==> src/rtl/rv32i_types.sv <==
// Shared types for the word-to-line memory bridge: pending request slot and bridge FSM states.
package rv32i_types;

    localparam int DEFAULT_LINE_WIDTH = 256;
    localparam int LINE_OFS           = $clog2(DEFAULT_LINE_WIDTH / 8);

    typedef struct packed {
        logic [31:0] addr;
        logic [3:0]  rmask;
        logic [3:0]  wmask;
        logic [31:0] wdata;
        logic        valid;
    } word_req_t;

    typedef enum logic [1:0] {
        IDLE,
        RD,
        WR,
        RESP
    } bridge_state_t;

endpackage

==> src/rtl/bmem_word_bridge.sv <==
// Bridges the imem/dmem word ports onto one line-wide bmem port; dmem has fixed priority,
// stores are done as line read-modify-write.
module bmem_word_bridge
    import rv32i_types::*;
#(
    parameter int LINE_WIDTH = DEFAULT_LINE_WIDTH,
    parameter int ADDR_WIDTH = 32
) (
    input  logic                  clk,
    input  logic                  rst,
    input  logic [ADDR_WIDTH-1:0] imem_addr,
    input  logic [3:0]            imem_rmask,
    output logic [31:0]           imem_rdata,
    output logic                  imem_resp,
    input  logic [ADDR_WIDTH-1:0] dmem_addr,
    input  logic [3:0]            dmem_rmask,
    input  logic [3:0]            dmem_wmask,
    input  logic [31:0]           dmem_wdata,
    output logic [31:0]           dmem_rdata,
    output logic                  dmem_resp,
    output logic [ADDR_WIDTH-1:0] bmem_addr,
    output logic                  bmem_read,
    output logic                  bmem_write,
    output logic [LINE_WIDTH-1:0] bmem_wdata,
    input  logic [LINE_WIDTH-1:0] bmem_rdata,
    input  logic                  bmem_resp
);

    localparam int OFS  = $clog2(LINE_WIDTH / 8);
    localparam int WSEL = OFS - 2;

    function automatic logic [31:0] word_sel(input logic [LINE_WIDTH-1:0] line,
                                             input logic [WSEL-1:0] w);
        return line[32*w +: 32];
    endfunction

    function automatic logic [LINE_WIDTH-1:0] byte_merge(input logic [LINE_WIDTH-1:0] line,
                                                         input logic [WSEL-1:0] w,
                                                         input logic [3:0] mask,
                                                         input logic [31:0] data);
        logic [LINE_WIDTH-1:0] merged;
        merged = line;
        for (int b = 0; b < 4; b++) begin
            if (mask[b]) merged[32*w + 8*b +: 8] = data[8*b +: 8];
        end
        return merged;
    endfunction

    bridge_state_t          state_reg, state_next;
    logic                   served_dmem_reg, served_dmem_next;
    word_req_t              imem_slot_reg, dmem_slot_reg;
    logic [LINE_WIDTH-1:0]  line_reg;
    word_req_t              sel;
    logic [WSEL-1:0]        sel_word;
    logic [ADDR_WIDTH-1:0]  sel_line_addr;
    logic                   imem_req, dmem_req;
    logic                   unused_ok;

    assign imem_req      = |imem_rmask;
    assign dmem_req      = (|dmem_rmask) || (|dmem_wmask);
    assign sel           = served_dmem_reg ? dmem_slot_reg : imem_slot_reg;
    assign sel_word      = sel.addr[OFS-1:2];
    assign sel_line_addr = {sel.addr[ADDR_WIDTH-1:OFS], {OFS{1'b0}}};
    assign unused_ok     = ^{sel.addr[1:0], sel.rmask};

    always_ff @(posedge clk) begin
        if (rst) begin
            state_reg       <= IDLE;
            served_dmem_reg <= 1'b0;
            imem_slot_reg   <= '0;
            dmem_slot_reg   <= '0;
            line_reg        <= '0;
        end else begin
            state_reg       <= state_next;
            served_dmem_reg <= served_dmem_next;
            if (state_reg == RD && bmem_resp) line_reg <= bmem_rdata;
            if (state_reg == RESP) begin
                if (served_dmem_reg) dmem_slot_reg.valid <= 1'b0;
                else                 imem_slot_reg.valid <= 1'b0;
            end
            // A new request latched in the RESP cycle must win over the slot clear above.
            if (imem_req) imem_slot_reg <= '{addr: imem_addr, rmask: imem_rmask,
                                             wmask: 4'b0, wdata: 32'b0, valid: 1'b1};
            if (dmem_req) dmem_slot_reg <= '{addr: dmem_addr, rmask: dmem_rmask,
                                             wmask: dmem_wmask, wdata: dmem_wdata, valid: 1'b1};
        end
    end

    always_comb begin
        state_next       = state_reg;
        served_dmem_next = served_dmem_reg;
        bmem_read        = 1'b0;
        bmem_write       = 1'b0;
        bmem_addr        = '0;
        bmem_wdata       = '0;
        imem_resp        = 1'b0;
        imem_rdata       = '0;
        dmem_resp        = 1'b0;
        dmem_rdata       = '0;
        case (state_reg)
            IDLE: begin
                if (dmem_slot_reg.valid || dmem_req) begin
                    served_dmem_next = 1'b1;
                    state_next       = RD;
                end else if (imem_slot_reg.valid || imem_req) begin
                    served_dmem_next = 1'b0;
                    state_next       = RD;
                end
            end
            RD: begin
                bmem_read = 1'b1;
                bmem_addr = sel_line_addr;
                if (bmem_resp) state_next = (|sel.wmask) ? WR : RESP;
            end
            WR: begin
                bmem_write = 1'b1;
                bmem_addr  = sel_line_addr;
                bmem_wdata = byte_merge(line_reg, sel_word, sel.wmask, sel.wdata);
                if (bmem_resp) state_next = RESP;
            end
            RESP: begin
                if (served_dmem_reg) begin
                    dmem_resp  = 1'b1;
                    dmem_rdata = word_sel(line_reg, sel_word);
                end else begin
                    imem_resp  = 1'b1;
                    imem_rdata = word_sel(line_reg, sel_word);
                end
                state_next = IDLE;
            end
            default: state_next = IDLE;
        endcase
    end

endmodule
==> config.mk <==
export PLATFORM = sky130hd
export DESIGN_NAME = bmem_word_bridge
export DESIGN_NICKNAME = d
export VERILOG_FILES = /design/src/rtl/rv32i_types.sv /design/src/rtl/bmem_word_bridge.sv
export SDC_FILE = /design/constraint.sdc
export NUM_CORES = 1
export LEC_CHECK = 0
export ABC_CLOCK_PERIOD_IN_PS = 4500
export BUFFER_PORTS_ARGS = -buffer_cell sky130_fd_sc_hd__buf_2
export CAP_MARGIN = 5
export CORE_AREA = 2 2 283 285
export DETAILED_ROUTE_END_ITERATION = 7
export DIE_AREA = 0 0 285 287
export GPL_ROUTABILITY_DRIVEN = 0
export GPL_TIMING_DRIVEN = 0
export PLACE_DENSITY = 0.48
export SKIP_CTS_REPAIR_TIMING = 1
export SLEW_MARGIN = 20
export SYNTH_ARGS = -nofsm -noshare
export SYNTH_HDL_FRONTEND = slang
export SYNTH_SLANG_ARGS = --single-unit
==> constraint.sdc <==
create_clock -name clk -period 4.5 [get_ports clk]
set_input_delay 0.675 -clock clk [delete_from_list [all_inputs] [get_ports clk]]
set_output_delay 0.675 -clock clk [all_outputs]
set_load 0.05 [all_outputs]
==> summary.txt, run 1 <==
CTS
  • Worst skew pair latency: 0.61 ns
  • Num CTS Buffers: 45
  • CTS clk-pin slew, worst paths: 0.06 ns
  • # clock sinks: 357
  • Clk buf depth: 3
  • CTS H-tree lvls: 2
  • CTS root buf: clkbuf_16
  • CTS tree: done

STA
  • Pins Over Slew Limit: 0
  • Post-route setup slack: -0.127 ns
  • Achievable frequency: 216 MHz
  • Least-Margin Pin Slew: 1.22 ns
  • Setup TNS: -0.587 ns
  • Worst clock skew: 0.0288 ns
  • RSZ-0062 raised after global routing: true
  • Fin crit share: 103%
  • Slew HR: 18.5%
  • Shortest period the worst path allows: 4.63 ns
  • Final setup fails: 9
  • Final Hold Viols: 0

Route
  • Detailed route wirelength on metal2: 69.3 mm
  • Final wirelength: 156 mm
  • Post-route DRC: 14
  • DR top layer: met5
  • Post-route ant nets: 0
  • Vias: 29100
  • Wire length on met1: 60.2 mm
  • 1st-pass router iterations: 8
  • Initial drt markers: 3945
  • Met3 WL: 17.7 mm
  • Wire per inst: 30.1 um
  • Vias per cell: 5.58

Synthesis
  • XOR/XNOR share of the synthesized area: 0%
  • Proportion of synthesized area in mux cells: 2.99%
  • Gate Count Post-Synth: 3337
  • Avg Cell Area, Syn: 6.56 um^2
  • Asr flop ratio synth: 0%
  • #FFs+latches synth: 357
  • Synth warn: 0
  • Largest area contributor in the netlist: dfxtp_1
  • Area contributors post-synth: dfxtp_1 33%, nand2_1 19%, a21oi_1 9.8%
  • Sequential share of the synthesized area: 32.7%
  • Post-synthesis compound-gate area fraction: 24.2%
  • Post-synth EDFFs: 0
  • Largest family of logic cells by synthesized area: simple AND/OR/NAND/NOR gates
  • Primary FF master, synth: dfxtp_1
  • Yosys cell types: 50
  • Netlist Area Pre-Place: 21900 um^2
  • Adder-cell share of the synthesized area: 0.572%
  • Synth Area in Simple Gates: 33.7%
  • Proportion of netlist area held by the largest area contributor: 32.7%

Place
  • Input/output buffers: 712
  • DP Cell Count: 5103
  • Post-DP HPWL: 126 mm

Final layout
  • Most frequent cells in the layout: 1108 x nand2_1, 698 x buf_2, 427 x a21oi_1
  • Most common cell after layout, fill and taps aside: nand2_1
  • Max FFs per register: 256
  • Fin nets: 4492
  • Share of cells above drive strength 1: 24.0%
  • Non-filler instance count after layout: 5205
  • Fill count: 8872
  • Final Core Density: 37.1%
  • Area grow syn2layout: 33.1%

Pwr
  • Leakage power: 11.1 nW
  • Pwr Density: 499 nW/um^2
  • Maximum VDD drop: 0.251 mV

Floorplanning
  • Die ar.: 81800 um^2
  • Site Rows: 103
  • Starting Density: 27.8%
  • Core Area: 78600 um^2
  • Die height: 287 um
  • Die Wd: 285 um
  • Io pins: 723

Outcome
  • Outcome: complete, but fails checks
  • Failing checks: design-rule violations, negative setup slack

Job
  • Number of max-cap violations: 0

Global route
  • Initial antenna violation count: 14
  • Gr usage total: 36.1%
  • Vias in the first global route: 26800
  • First-pass GRT wire length: 208 mm
  • Largest net degree at the start of global routing: 14
  • GRT overflow: 0

Setup path
  • Critical Path Most Common Cell: buf_6
  • Crit path kind: flop to primary output
  • Cell chain of the critical path: buf_6, mux2i_4, buf_6, buf_6, ha_1, nand2_1, nor2_1, nand3_1, a21boi_0, buf_2
  • Crit path max fanout: 11
  • Buf+Inv Stages, Crit Path: 4
  • Arr. time, crit path: 3.95 ns
  • Slowest-stage cell, CP: nor2_1
  • CP startpoint kind: flop
  • Delay-heaviest family, CP: simple AND/OR/NAND/NOR gates
  • Crit end category: primary output
  • Worst Path Required: 3.83 ns
  • Critical Path Max Stage Delay: 0.68 ns

Worst hold path
  • Hold Path Class: primary input to flop
## cell families after synthesis
group | count (synthesis)
AOI/OAI and AO/OA | 875
adders and majority gates | 10
buffers and inverters | 319
DFF | 357
muxes | 64
other | 1
and+or+nand+nor | 1711
## cells in the mapped netlist, types with 6 or more instances
| library cell | count |
|---|---|
| inv_1 | 6 |
| a21oi_1 | 427 |
| nor2_1 | 119 |
| o22ai_1 | 95 |
| dfxtp_1 | 357 |
| clkbuf_1 | 252 |
| buf_2 | 28 |
| buf_1 | 21 |
| buf_4 | 8 |
| a221oi_1 | 64 |
| nand3_1 | 222 |
| and2_1 | 14 |
| a31o_2 | 8 |
| nand2b_1 | 7 |
| a21boi_0 | 185 |
| o21ai_0 | 75 |
| nor3_1 | 8 |
| ha_1 | 10 |
| a21boi_1 | 7 |
| mux2i_1 | 62 |
| nor2b_1 | 201 |
| a31o_1 | 7 |
| nand2_1 | 1117 |
## metal layers
| metal | global-route usage, % | vias to the layer above |
|---|---|---|
| li1 | - | 12800 |
| met1 | 44.2 | 13700 |
| met2 | 57.4 | 2017 |
| met3 | 11.3 | 462 |
| met4 | 17.7 | 16 |
| met5 | 0.0581 | - |
## tightest hold or removal path, stage by stage
cell and delay [ns]:
buf_2 0.09, a21oi_1 0.04, nor2_1 0.06
## report_power, final
group	leakage, nW	switching (mW)	internal [mW]
Combinational	7.45	4.87	1.86
Clock	0.700	1.58	2.03
Sequential	2.92	0.642	3.55
## final cells by class
class	count	area (um^2)	share of cell area (%)
antenna	7	17.5	0.0601
timing repair buffer	730	3810	13.1
clock buffer	60	1250	4.30
inverter	7	26.3	0.0902
sequential	357	7150	24.5
tap	1050	1310	4.51
multi-input combinational	2665	14000	48.1
buffer	309	1340	4.60
clock inverter	20	199	0.683
## metrics by stage
stage | instance area [um^2] | worst slack, ns | hold WS [ns] | total power, mW
floorplan | 21900 | 0.192 | 0.427 | 7.66
global placement | 26800 | -0.819 | 0.439 | 10.4
detailed placement | 26800 | -0.793 | 0.444 | 10.4
CTS | 28200 | -1.47 | 0.269 | 14.0
global route | 29100 | -0.0917 | 0.278 | 14.9
finish | 29100 | -0.127 | 0.288 | 14.5
## final timing paths
check,from,to,slack (ns),cells past startpoint
worst max-delay path,served_dmem_reg$_SDFFE_PP0P_,bmem_wdata[90],-0.13,10
worst min-delay path,dmem_wmask[2],dmem_slot_reg[35]$_SDFFE_PP0P_,0.29,3
worst max register to register,state_reg[1]$_SDFFE_PP0P_,line_reg[243]$_SDFFE_PP0P_,1.46,8
worst min register to register,dmem_slot_reg[50]$_SDFFE_PP0P_,dmem_slot_reg[50]$_SDFFE_PP0P_,0.45,2
Power figures use the tool's default switching activity.
==> run 2: changes to the inputs <==
CELL_PAD_IN_SITES_DETAIL_PLACEMENT = 1   (was default)
CELL_PAD_IN_SITES_GLOBAL_PLACEMENT = 1   (was default)
CORE_AREA = 2 2 285 287   (was 2 2 283 285)
DIE_AREA = 0 0 287 289   (was 0 0 285 287)
HOLD_SLACK_MARGIN = 0.02   (was default)
PLACE_DENSITY = 0.65   (was 0.48)
==> summary.txt, run 2 (same netlist as run 1, synthesis figures left out) <==
Place
  • Input/output buffers: 712 (unchanged)
  • Place WS: -0.634 ns (+0.159 ns)
  • Dpl cell area: 26800 um^2 (about the same)
  • Post-DP HPWL: 130 mm (+3.1%)

Final layout
  • Most frequent cells in the layout: 1109 x nand2_1, 718 x buf_2, 427 x a21oi_1
  • Most common cell after layout, fill and taps aside: nand2_1
  • Fill count: 10400 (+17%)
  • Area grow syn2layout: 32.8%
  • Fin nets: 4483 (-0.20%)
  • Area of the multi-input gates: 14000 um^2 (-0.44%)
  • FF+latch area: 7150 um^2 (about the same)
  • Max FFs per register: 256 (unchanged)
  • Design area: 29100 um^2 (-0.23%)
  • Share of cells above drive strength 1: 23.5% (-0.51 points)

CTS
  • Worst skew pair latency: 0.61 ns (about the same)
  • Num CTS Buffers: 44 (-2.2%)
  • CTS H-tree lvls: 2 (unchanged)
  • Clk buf depth: 3 (unchanged)
  • CTS clk-pin slew, worst paths: 0.06 ns (about the same)
  • CTS tree: done
  • CTS root buf: clkbuf_16
  • # clock sinks: 357 (unchanged)

STA
  • Shortest period the worst path allows: 4.57 ns (-0.0589 ns)
  • Post-route setup slack: -0.0680 ns (+0.0589 ns)
  • Final setup fails: 8 (-1)
  • Achievable frequency: 219 MHz (+1.3%)
  • Least-Margin Pin Slew: 1.26 ns (+0.0406 ns)
  • Slew HR: 15.8% (-2.7 points)
  • Pins Over Slew Limit: 0 (unchanged)
  • RSZ-0062 raised after global routing: true
  • Fin crit share: 102% (-1.3 points)
  • Final Hold Viols: 0 (unchanged)
  • Worst clock skew: 0.0325 ns (+0.00374 ns)

Pwr
  • Clk pwr share: 26.0% (+1.1 points)
  • Sw frac: 48.5% (-0.29 points)
  • Flop pwr share: 28.1% (-0.7 points)
  • Leakage power: 11.1 nW (about the same)
  • Maximum VDD drop: 0.312 mV (+24%)
  • Pint: 7.66 mW (+2.8%)
  • NetSw: 7.21 mW (+1.6%)
  • Combinational Power Share: 45.9% (-0.4 points)
  • Pwr Density: 511 nW/um^2 (+2.5%)

Global route
  • Gr usage total: 36.9% (+0.77 points)
  • GRT overflow: 0 (unchanged)
  • Vias in the first global route: 28700 (+7.1%)
  • Largest net degree at the start of global routing: 14 (unchanged)
  • Initial antenna violation count: 32 (+18)
  • First-pass GRT wire length: 217 mm (+4.0%)

Setup path
  • Buf+Inv Stages, Crit Path: 3 (-1)
  • Worst Path Required: 3.83 ns (about the same)
  • Reg2reg setup slack: 1.42 ns (-0.04 ns)
  • Critical Path Max Stage Delay: 0.67 ns (about the same)
  • Delay-heaviest family, CP: compound AO/OA/AOI/OAI gates
  • Crit end category: primary output
  • Worst Reg-to-Reg Cells: 8 (unchanged)
  • FF-to-FF End: line_reg[169]$_SDFFE_PP0P_
  • Cell chain of the critical path: nand2b_1, buf_2, clkbuf_1, o22ai_1, a221oi_1, o22ai_1, nor2_1, buf_2
  • Crit path kind: flop to primary output
  • Arr. time, crit path: 3.89 ns (-0.06 ns)
  • Crit path max fanout: 10 (-1)
  • Slowest-stage cell, CP: dfxtp_1
  • Worst reg2reg startpoint: state_reg[1]$_SDFFE_PP0P_
  • CP startpoint kind: flop
  • Levels on crit path: 8 (-2)
  • Crit path capture: imem_rdata[16]
  • Critical path origin: dmem_slot_reg[44]$_SDFFE_PP0P_

Route
  • Post-route DRC: 0 (-14)
  • Initial drt markers: 2943 (-25%)
  • Vias per cell: 5.65 (+1.2%)
  • Vias: 29500 (+1.4%)
  • Wire per inst: 30.9 um (+3.0%)
  • 1st-pass router iterations: 6 (-2)
  • Final wirelength: 161 mm (+3.2%)
  • Post-route ant nets: 0 (unchanged)

Floorplanning
  • Die height: 289 um (+0.70%)
  • Die Wd: 287 um (+0.70%)
  • Core Area: 79900 um^2 (+1.6%)
  • Die ar.: 82900 um^2 (+1.4%)
  • Starting Density: 27.4% (-0.45 points)
  • Site Rows: 104 (+0.97%)
  • Io pins: 723 (unchanged)

Outcome
  • Outcome: complete, but fails checks
  • Failing checks: negative setup slack

Worst hold path
  • Hold Path Class: primary input to flop

Job
  • Number of max-cap violations: 0 (unchanged)
==> run 2: cell type report <==
class                   instances  share of cell area (%)
diodes                         15                   0.129
flip-flops and latches        357                    24.6
repair buffers                722                    12.7
well taps                    1060                    4.56
clock buffers                  60                    4.31
multi-input cells            2665                    48.0
clock inverters                20                   0.977
plain buffers                 309                    4.63
inverters                       7                  0.0904
==> run 2: worst min-delay path by stage <==
stage	startpoint	to	slack (ns)	depth (start not counted)
4_1_cts	dmem_wmask[1]	dmem_slot_reg[34]$_SDFFE_PP0P_	0.27	3
3_3_place_gp	imem_slot_reg[58]$_SDFFE_PP0P_	imem_slot_reg[58]$_SDFFE_PP0P_	0.44	2
2_1_floorplan	dmem_slot_reg[1]$_SDFFE_PP0P_	dmem_slot_reg[1]$_SDFFE_PP0P_	0.43	2
5_1_grt	dmem_wdata[30]	dmem_slot_reg[31]$_SDFFE_PP0P_	0.30	3
6_report	dmem_wmask[1]	dmem_slot_reg[34]$_SDFFE_PP0P_	0.30	3
3_5_place_dp	imem_slot_reg[58]$_SDFFE_PP0P_	imem_slot_reg[58]$_SDFFE_PP0P_	0.44	2
==> run 2: worst min-delay path: stages <==
cell     delay [ns]
buf_2          0.09
a21oi_1        0.04
nor2_1         0.07
==> run 2: metrics by stage <==
step | setup TNS, ns | total power, mW | hold slack (ns) | utilization, % | instances
after floorplan | 0 | 7.66 | 0.427 | - | 3341
after global routing | -0.129 | 15.2 | 0.296 | 36.3 | 5203
final | -0.315 | 14.9 | 0.295 | 36.4 | 5215
after detailed placement | -23.86 | 10.6 | 0.444 | 33.5 | 5113
after CTS | -174.69 | 14.4 | 0.274 | 35.5 | 5193
after global placement | -23.24 | 10.5 | 0.438 | 33.5 | 5113
==> run 2: power by group through the flow <==
stage	Combinational, mW	Sequential (mW)	Clock (mW)
floorplan	3.83	3.83	0
global placement	6.30	4.19	0
detailed placement	6.36	4.20	0
CTS	6.38	4.13	3.89
global route	7.02	4.17	4.01
finish	6.82	4.18	3.86
==> run 2: routing by layer <==
metal / vias up / global-route usage (%) / part of all wire (%)
met1: 14200 / 44.1 / 38
met2: 1857 / 58.8 / 44
met4: 30 / 19.8 / 6.3
li1: 12800 / - / -
met3: 550 / 12.1 / 11
met5: - / 0 / 0.11
